## config.mk

```make
export PLATFORM = sky130hd
export DESIGN_NAME = lc_mux_arb
export DESIGN_NICKNAME = d
export VERILOG_FILES = /design/src/rtl/lc_mux_arb.sv
export SDC_FILE = /design/constraint.sdc
export NUM_CORES = 1
export LEC_CHECK = 0
export CAP_MARGIN = 40
export CORE_MARGIN = 2
export CORE_UTILIZATION = 25
export DETAILED_ROUTE_END_ITERATION = 10
export PLACE_DENSITY = 0.47
export SLEW_MARGIN = 20
export SYNTH_ARGS = -nofsm -noshare
export SYNTH_HDL_FRONTEND = slang
export SYNTH_SLANG_ARGS = --single-unit
```

## constraint.sdc

```tcl
create_clock -name c -period 1.9 [get_ports c]
set_input_delay 0.285 -clock c [delete_from_list [all_inputs] [get_ports c]]
set_output_delay 0.285 -clock c [all_outputs]
set_load 0.01 [all_outputs]
```

## src/rtl/lc_mux_arb.sv

```systemverilog
// rtl/lc_mux_arb.sv - N-channel valid/ready mux with ctrl-selected or round-robin burst grants
//
// Ports:
//   c          clock, rising edge
//   rst_n      asynchronous active-low reset
//   ctrl       channel select, sampled in IDLE when MODE=0
//   in_data    channel k payload at [k*DATA_W +: DATA_W]
//   in_valid   per-channel valid
//   in_ready   per-channel ready, one-hot or zero
//   out_data   registered payload to target
//   out_valid  registered valid to target
//   out_ready  target ready
//   err_in     target error for the beat in the output register
//   err_out    err_in routed back to the beat's source channel, one cycle later
//   grant      currently granted channel index
//   busy       high while a burst grant is held
//   sel_err    pulse for an out-of-range ctrl seen in IDLE

module lc_mux_arb #(
   parameter int DATA_W    = 1,
   parameter int N_CHAN    = 2,
   parameter int CTRL_W    = 2,
   parameter int MODE      = 0,
   parameter int BURST_LEN = 1
) (
   input  logic                     c,
   input  logic                     rst_n,
   input  logic [CTRL_W-1:0]        ctrl,
   input  logic [N_CHAN*DATA_W-1:0] in_data,
   input  logic [N_CHAN-1:0]        in_valid,
   output logic [N_CHAN-1:0]        in_ready,
   output logic [DATA_W-1:0]        out_data,
   output logic                     out_valid,
   input  logic                     out_ready,
   input  logic                     err_in,
   output logic [N_CHAN-1:0]        err_out,
   output logic [CTRL_W-1:0]        grant,
   output logic                     busy,
   output logic                     sel_err
);

   typedef enum logic {IDLE, GRANT} state_t;

   localparam int N_SEL = 1 << CTRL_W;
   localparam logic [7:0] LAST_BEAT = 8'(BURST_LEN - 1);

   state_t              state_q, state_d;
   logic [CTRL_W-1:0]   grant_d;
   logic [CTRL_W-1:0]   rr_ptr;
   logic [CTRL_W-1:0]   rr_pick;
   logic [CTRL_W-1:0]   rr_next;
   logic [CTRL_W-1:0]   src_q;
   logic [7:0]          beat_cnt;
   logic [N_SEL-1:0]    valid_ext;
   logic [2*N_CHAN-1:0] valid_rot;
   logic                rr_found;
   logic                ctrl_ok;
   logic                sel_err_d;
   logic                grant_valid;
   logic [DATA_W-1:0]   grant_data;
   logic                can_accept;
   logic                accept;
   logic                last_beat;
   logic [N_CHAN-1:0]   err_d;

   assign busy       = (state_q == GRANT);
   assign can_accept = !out_valid || out_ready;
   assign accept     = busy && grant_valid && can_accept;
   assign last_beat  = (beat_cnt == LAST_BEAT);
   assign ctrl_ok    = int'(ctrl) < N_CHAN;
   assign rr_next    = (int'(grant) == N_CHAN - 1) ? '0 : grant + CTRL_W'(1);

   // valid widened to the full ctrl range so an out-of-range ctrl can index it safely
   always_comb begin
      valid_ext = '0;
      valid_ext[N_CHAN-1:0] = in_valid;
   end

   // Rotate valids so bit 0 is rr_ptr; the lowest set bit is the next round-robin winner
   always_comb begin
      valid_rot = {in_valid, in_valid} >> rr_ptr;
      rr_found  = 1'b0;
      rr_pick   = '0;
      for (int i = N_CHAN - 1; i >= 0; i--) begin
         if (valid_rot[i]) begin
            rr_found = 1'b1;
            rr_pick  = CTRL_W'((int'(rr_ptr) + i) % N_CHAN);
         end
      end
   end

   always_comb begin
      grant_data  = '0;
      grant_valid = 1'b0;
      in_ready    = '0;
      err_d       = '0;
      for (int k = 0; k < N_CHAN; k++) begin
         if (grant == CTRL_W'(k)) begin
            grant_data  = in_data[k*DATA_W +: DATA_W];
            grant_valid = in_valid[k];
            in_ready[k] = busy && can_accept;
         end
         if (src_q == CTRL_W'(k)) begin
            err_d[k] = out_valid && err_in;
         end
      end
   end

   always_comb begin
      state_d   = state_q;
      grant_d   = grant;
      sel_err_d = 1'b0;
      case (state_q)
         IDLE: begin
            if (MODE == 0) begin
               if (!ctrl_ok) begin
                  sel_err_d = 1'b1;
               end else if (valid_ext[ctrl]) begin
                  grant_d = ctrl;
                  state_d = GRANT;
               end
            end else if (rr_found) begin
               grant_d = rr_pick;
               state_d = GRANT;
            end
         end
         GRANT: begin
            // Grant is locked until the final beat of the burst is accepted
            if (accept && last_beat) begin
               state_d = IDLE;
            end
         end
         default: state_d = IDLE;
      endcase
   end

   always_ff @(posedge c or negedge rst_n) begin
      if (!rst_n) begin
         state_q <= IDLE;
         grant   <= '0;
      end else begin
         state_q <= state_d;
         grant   <= grant_d;
      end
   end

   always_ff @(posedge c or negedge rst_n) begin
      if (!rst_n) begin
         beat_cnt  <= '0;
         rr_ptr    <= '0;
         out_data  <= '0;
         out_valid <= 1'b0;
         src_q     <= '0;
         err_out   <= '0;
         sel_err   <= 1'b0;
      end else begin
         sel_err <= sel_err_d;
         err_out <= err_d;
         if (accept) begin
            out_data  <= grant_data;
            out_valid <= 1'b1;
            src_q     <= grant;
            if (last_beat) begin
               beat_cnt <= '0;
               rr_ptr   <= rr_next;
            end else begin
               beat_cnt <= beat_cnt + 8'd1;
            end
         end else if (out_ready) begin
            out_valid <= 1'b0;
         end
      end
   end

endmodule

```

======== Word-level counts from Yosys, hierarchy flattened ========
Cells that the tools add are included.
cells by class
  $add $sub $neg .......................... 1
  order comparisons ....................... 2
  equality and inequality tests ........... 2
  muxes and demuxes ....................... 19
  bitwise logic cells ..................... 1
  reduce and logical (&&, ||, !) cells .... 12
operator list
  kind                   number
  $mux W1                16
  $add A8 B1 Y8 const B  1
  $logic_not A8 Y1       1
  $mux W8                1
  $logic_and A1 B1 Y1    5
  $eq A2 B1 Y1 const B   2
  $logic_not A2 Y1       2
  $lt A2 B3 Y1 const B   1
  $reduce_and A3 Y1      1
  $bmux W1 S2            1
  $lt A2 B2 Y1 const B   1
  $pmux W1 S2            1
  $reduce_bool A2 Y1     1
  $logic_not A1 Y1       1
  $logic_or A1 B1 Y1     1
  $not A1 Y1             1
word-level totals
  register bits after elaboration ......... 18
  input port bits ......................... 10
  output and inout bits ................... 10
  word-level logic and storage cells ...... 45

======== Logic depth before layout (Yosys ltp) ========
Gate-level depths: netlist (run 1).
  depth after elaboration ................. 8
  gate-level depth with buffers ........... 6
  gate-level depth less buffers ........... 6

======== Worst setup path before layout (run 1) ========
OpenSTA, ideal clock, no wires.
  kind .................................... register to register
  start point ............................. register beat_cnt[0]
  end point ............................... register beat_cnt[0]
  setup time .............................. 0.125 ns
  data arrival time ....................... 1.530 ns
  setup slack ............................. 0.245 ns
  stages on the path, launching flop included .. 7
  path buffers ............................ 0
  cells stage by stage .................... dfrtp_1 -> inv_1 -> ha_1 -> or4b_4 -> nor4_4 -> nor2_1 -> mux2_2
between the ends
  cells in the longest elaborated chain, start to end .. 2
  elaborated cells between the ends (all ways) .. 3
  classes of those cells .................. 1 x add/sub; 1 x mux; 1 x reduce/logical
RTL lines
  element                                            RTL line  text
  start: declaration                                 53        logic [7:0] beat_cnt;
  start signal: assignment                           167       beat_cnt <= beat_cnt + 8'd1;
  $add A8 B1 Y8 or $logic_not A8 Y1 (tied branches)  167, 69
  $mux W8 *                                          163       if (last_beat) begin
Mark *: on every way between the ends. The rest lies on a longest branch, timed or not.
A chain may end at the register's enable or synchronous reset.

======== Worst setup path in the final report (run 1) ========
Ends and elaborated chain as after synthesis.

==> results by group, run 1 <==
GRT
  • Maximum number of pins on one net before global-route repair: 19
  • First-pass GRT wire length: 2.95 mm
  • Total gr overflow: 0
  • GRT Util Overall: 9.51%
  • Number of antenna violations at the first check in global routing: 0
  • Vias in the first global route: 630

STA
  • Rel. slew slack: 81.2%
  • Crit share post-route: 96.1%
  • Achievable clock frequency: 548 MHz
  • Setup_tns: 0 ns
  • Fin crit period: 1.83 ns
  • Fin. Hold Viols: 0
  • Slew at the pin with the worst max-slew slack: 0.280 ns
  • Final setup viols: 0
  • Max Slew Vio Count: 0
  • Layout Skew: 0.00269 ns

Synthesis
  • Syn avg cell area: 12.0 um^2
  • Yosys warning count: 0
  • Net count after synthesis: 83
  • Post-Syn Area: 853 um^2
  • Synth unique cells: 29
  • Yosys reg bits: 18
  • Register area share after synthesis: 52.8%
  • Gate Count Post-Synth: 71

Route
  • Antenna Nets Post-Route: 0
  • Final wirelength: 1.67 mm
  • Vias per std cell: 4.31
  • DR vias: 616
  • WL per Instance: 11.7 um
  • DR iter-0 viols: 19
  • DRC errors left: 0
  • DR pass1 iterations: 4

Floorplan
  • Die area: 3900 um^2
  • Die H: 62.4 um
  • Die extent in x: 62.4 um
  • Core area: 3310 um^2
  • Row count: 21
  • Starting density of the core: 25.8%
  • IO Count: 20

Cells and area
  • Ant. Diodes: 0
  • Commonest non-fill, non-tap cell in the layout: clkdlybuf4s50_1
  • Share of layout cells above drive strength 1: 22.7%
  • Final #Nets: 110
  • Most frequent cells in the layout: 17 x clkdlybuf4s50_1, 16 x dfrtp_1, 7 x nor2_1
  • Design Area, Final: 1160 um^2
  • Area grow syn2layout: 36.2%

Worst setup path
  • Crit end category: flip-flop
  • Critical path peak fanout: 3
  • Slowest cell on crit path: or4b_4
  • Cells along the critical path: inv_2 > ha_1 > or4b_4 > nor4_4 > nor2_1 > mux2_2
  • Kind of critical path: reg -> reg
  • Critical Path Max Stage Delay: 0.47 ns
  • Data arrival time of the critical path: 2.01 ns
  • Worst setup SP type: flip-flop
  • WP data required: 2.09 ns

Clock tree
  • Worst skew pair latency: 0.29 ns
  • Num CTS Buffers: 3
  • Clock Tree Buf Depth: 2
  • H-tree levels: 1
  • Clock root buffer: clkbuf_4
  • # hold bufs at CTS: 0
  • Clk sink count: 18
  • CTS tree: built
  • Clock slew at reported path FFs: 0.10 ns

Pwr
  • Leakage: 0.507 nW
  • Worst vdd ir: 429 uV
  • Total power: 1.33 mW
  • Pwr per Cell Area: 1150 nW/um^2

Placement
  • DP HPWL: 1.23 mm
  • GPL Wtd Cong: 0.652
  • IO buf count: 19
  • Placed inst area: 1100 um^2

Flow run
  • Max_cap viols: 0

Min path
  • Worst Hold Class: in -> async

Run status
  • Status: finished, final reports clean
-- metal layers --
metal | track usage, % | share of wire, %
met3 | 4.14 | 5.7
met1 | 12.0 | 49
met2 | 15.3 | 45
met4 | 1.67 | 0
met5 | 0 | 0
-- where the power goes --
group | internal (mW) | switching (mW) | total (mW)
Sequential | 0.479 | 0.0917 | 0.571
Combinational | 0.309 | 0.217 | 0.526
Clock | 0.117 | 0.119 | 0.236
-- through the flow --
| stage | utilization (%) | setup slack, ns | cells | hold slack [ns] |
|---|---|---|---|---|
| 5_1_grt | 35.1 | -0.00378 | 143 | 0.314 |
| 4_1_cts | 34.4 | 0.0556 | 140 | 0.303 |
| 6_report | 35.1 | 0.0741 | 143 | 0.308 |
| 3_5_place_dp | 33.3 | -0.0292 | 136 | 0.447 |
| 2_1_floorplan | - | 0.245 | 71 | -0.0106 |
| 3_3_place_gp | 33.3 | -0.0159 | 136 | 0.440 |
-- cells in the mapped netlist --
master	count	area, um^2
buf_4	1	7.51
nand4_1	2	12.5
and3_1	1	6.26
nand2b_1	1	6.26
dfrtp_1	18	450
ha_1	2	25.0
clkbuf_2	1	5.00
mux2_4	2	30.0
inv_1	2	7.51
nand2_1	5	18.8
and4bb_2	1	12.5
mux2_2	2	22.5
nand3_1	3	15.0
a22o_2	1	10.0
and4b_1	2	20.0
and2_1	1	6.26
and2_2	1	7.51
nor4_4	1	21.3
a21oi_1	3	15.0
o31ai_1	1	7.51
xnor2_1	5	43.8
nor2_1	7	26.3
or4b_4	1	13.8
nor3b_1	1	7.51
mux2i_1	2	20.0
nand4b_2	1	15.0
o31a_1	1	8.76
nor3_1	1	5.00
nor2b_1	1	6.26
-- flip-flops by register name, indices dropped and copies added, names as in the netlist --
signal	cells
err_out	2
beat_cnt	8
busy	1
out_data	1
out_valid	1
src_q	2
sel_err	1
grant	2
-- cell type report --
cell class	instances	area, um^2
Fill cell	370	2150
Sequential cell	18	453
Multi-Input combinational cell	49	383
Timing Repair Buffer	24	225
Tap cell	46	57.6
Clock buffer	4	36.3
Inverter	2	7.51
-- critical path, delay by kind of cell (launching register included) --
| family | cells | cell delay (ns) |
|---|---|---|
| and+or+nand+nor | 3 | 0.85 |
| DFF | 1 | 0.40 |
| adders and majority gates | 1 | 0.14 |
| buffers and inverters | 1 | 0.07 |
| muxes | 1 | 0.26 |
-- what timing repair did --
| item | in CTS | in global routing |
|---|---|---|
| resized for setup | 4 | 1 |
| setup endpoints to repair | 2 | 2 |
| buffers inserted | 0 | 3 |
| pin swaps | 0 | 1 |
-- worst paths after layout --
| path | cells after the start | from | slack [ns] | end |
|---|---|---|---|---|
| worst max-delay path | 6 | beat_cnt[0] | 0.07 | beat_cnt[0] |
| worst min-delay path | 2 | rst_n | 0.31 | err_out[1] |
| worst max register to register | 6 | beat_cnt[0] | 0.07 | beat_cnt[0] |
| worst min register to register | 1 | src_q[0] | 0.47 | err_out[0] |
| max in group asynchronous | 2 | rst_n | 1.38 | busy |
| min in group c | 1 | src_q[0] | 0.47 | err_out[0] |
-- logic make-up after synthesis --
| group | count (synthesis) | share of synthesized area (%) |
|---|---|---|
| AOI/OAI and AO/OA | 6 | 4.84 |
| and+or+nand+nor | 30 | 23.5 |
| xor gates and xnor gates | 5 | 5.13 |
| buffers and inverters | 4 | 2.35 |
| muxes | 6 | 8.50 |
| adders and majority gates | 2 | 2.93 |
| DFF | 18 | 52.8 |
Power figures use the tool's default switching activity.
==> inputs of run 2 (changes only) <==
- CTS_CLUSTER_SIZE: not set -> 12
==> results of run 2 <==
Same layout as run 1: the final DEF is identical, and so are final timing and power.
==> inputs of run 3 (changes only) <==
- SKIP_CTS_REPAIR_TIMING: not set -> 1
==> run 3 against run 2 <==
  * Global-route usage is essentially flat
  * First-iteration DRC count is the same
  * Largest cell class unchanged
  * Die area is the same
  * Cell area grew 0.65%
  * Cell count is the same
  * Critical path depth is the same
  * Core utilization grew 0.23 points
  * Sequential share of layout area shrank 0.25 points
  * Fmax is essentially flat
  * Total power grew 0.41%
==> results by group, run 3 (same netlist as run 1, synthesis figures left out) <==
GRT
  • Met1 Track Usage GR: 11.9% (-0.11 points)
  • Maximum number of pins on one net before global-route repair: 19 (unchanged)
  • Total gr overflow: 0 (unchanged)
  • GRT met2 Usage: 15.3% (unchanged)
  • Busiest layer in global routing: met2
  • First-pass GRT wire length: 2.93 mm (-0.48%)
  • Number of antenna violations at the first check in global routing: 0 (unchanged)
  • Vias in the first global route: 629 (-0.16%)
  • Met3 Use GR: 4.14% (unchanged)
  • GRT Util Overall: 9.47% (-0.038 points)

Cells and area
  • Filler instances: 368 (-0.54%)
  • Max reg flops: 8 (unchanged)
  • Reg area: 453 um^2 (unchanged)
  • Most frequent cells in the layout: 17 x clkdlybuf4s50_1, 16 x dfrtp_1, 7 x nor2_1
  • Area grow syn2layout: 37.1%
  • Top reg by flops: beat_cnt
  • Commonest non-fill, non-tap cell in the layout: clkdlybuf4s50_1
  • Final #Nets: 110 (unchanged)
  • Ant. Diodes: 0 (unchanged)
  • Share of layout cells above drive strength 1: 22.7% (unchanged)
  • Multi-input gate area: 383 um^2 (unchanged)
  • Design Area, Final: 1170 um^2 (+0.65%)

Floorplan
  • Row count: 21 (unchanged)
  • Die extent in x: 62.4 um (unchanged)
  • IO Count: 20 (unchanged)
  • Core area: 3310 um^2 (unchanged)
  • Die H: 62.4 um (unchanged)
  • Die area: 3900 um^2 (unchanged)
  • Starting density of the core: 25.8% (unchanged)

STA
  • Max Slew Vio Count: 0 (unchanged)
  • Final setup viols: 0 (unchanged)
  • Fin. Hold Viols: 0 (unchanged)
  • Fin crit period: 1.83 ns (-0.0000144 ns)
  • Achievable clock frequency: 548 MHz (about the same)
  • Setup_tns: 0 ns (unchanged)
  • Rel. slew slack: 81.2% (unchanged)
  • Slew at the pin with the worst max-slew slack: 0.280 ns (unchanged)
  • Layout Skew: 0.00262 ns (-0.0000762 ns)
  • Crit share post-route: 96.1% (about the same)

Pwr
  • Pwr per Cell Area: 1140 nW/um^2 (-0.23%)
  • Worst vdd ir: 429 uV (about the same)
  • Leakage: 0.528 nW (+4.0%)
  • Total power: 1.34 mW (+0.41%)

Route
  • Vias per std cell: 4.31 (unchanged)
  • Final wirelength: 1.67 mm (-0.18%)
  • DR iter-0 viols: 19 (unchanged)
  • DR pass1 iterations: 4 (unchanged)
  • DRC errors left: 0 (unchanged)
  • DR vias: 616 (unchanged)
  • Antenna Nets Post-Route: 0 (unchanged)
  • WL per Instance: 11.7 um (-0.18%)

Worst setup path
  • Crit end category: flip-flop
  • Cells along the critical path: inv_2 > ha_1 > or4b_4 > nor4_4 > nor2_1 > mux2_2
  • Kind of critical path: reg -> reg
  • Critical path peak fanout: 3 (unchanged)
  • Worst setup SP type: flip-flop
  • Slowest cell on crit path: or4b_4
  • R2r worst-path depth: 6 (unchanged)
  • Critical Path Max Stage Delay: 0.47 ns (about the same)
  • Data arrival time of the critical path: 2.01 ns (about the same)
  • WP data required: 2.09 ns (about the same)

Placement
  • GPL Wtd Cong: 0.652 (unchanged)
  • DP HPWL: 1.23 mm (unchanged)
  • IO buf count: 19 (unchanged)
  • Placed inst area: 1100 um^2 (unchanged)

Clock tree
  • CTS tree: built
  • Clock root buffer: clkbuf_4
  • H-tree levels: 1 (unchanged)
  • Clock slew at reported path FFs: 0.10 ns (about the same)
  • Clk sink count: 18 (unchanged)
  • Clock Tree Buf Depth: 2 (unchanged)
  • Worst skew pair latency: 0.29 ns (about the same)
  • Num CTS Buffers: 3 (unchanged)

Min path
  • Worst Hold Class: in -> async

Run status
  • Status: finished, final reports clean

Flow run
  • Max_cap viols: 0 (unchanged)
[run 3: cell count changes in the layout (fill, tap and decap cells not counted), sizes merged]
cell	previous run	this run
dlymetal6s2s	0	2
dlygate4sd2	2	0
[run 3: layer usage]
layer / wire length [um] / share of wire [%]
met1: 811 / 49
met2: 757 / 45
met3: 100 / 6.0
met4: 0 / 0
met5: 0 / 0
[run 3: power breakdown]
part | internal, mW | total [mW] | switching (mW)
registers | 0.479 | 0.571 | 0.0919
clock network | 0.117 | 0.236 | 0.119
logic | 0.315 | 0.531 | 0.216
total | 0.911 | 1.34 | 0.428
[run 3: layout make-up]
| cell class | instances | share of cell area (%) |
|---|---|---|
| multi-input combinational | 49 | 32.7 |
| inverter | 2 | 0.642 |
| timing repair buffer | 24 | 19.9 |
| clock buffer | 4 | 3.10 |
| sequential | 18 | 38.7 |
| tap | 46 | 4.92 |
[run 3: final timing paths]
path / startpoint / endpoint / slack [ns]
max: beat_cnt[0] / beat_cnt[0] / 0.07
min: rst_n / err_out[1] / 0.31
max reg2reg: beat_cnt[0] / beat_cnt[0] / 0.07
min reg2reg: src_q[0] / err_out[0] / 0.47
max in group asynchronous: rst_n / busy / 1.38
min in group c: src_q[0] / err_out[0] / 0.47
[run 3: worst max-delay path: cells and delay by family (launching register included)]
| kind | cells | cell delay, ns |
|---|---|---|
| multiplexers | 1 | 0.26 |
| AND/OR/NAND/NOR | 3 | 0.85 |
| buffers and inverters | 1 | 0.07 |
| adder cells (fa/ha/maj) | 1 | 0.14 |
| flip-flops | 1 | 0.40 |
[run 3: per-stage QoR]
| step | setup slack, ns | cells | util, % | hold WS [ns] |
|---|---|---|---|---|
| finish | 0.0741 | 143 | 35.3 | 0.308 |
| global route | -0.00378 | 143 | 35.3 | 0.314 |
| CTS | -0.0608 | 140 | 34.4 | 0.303 |
| detailed placement | -0.0292 | 136 | 33.3 | 0.447 |
| global placement | -0.0159 | 136 | 33.3 | 0.440 |
| floorplan | 0.245 | 71 | - | -0.0106 |
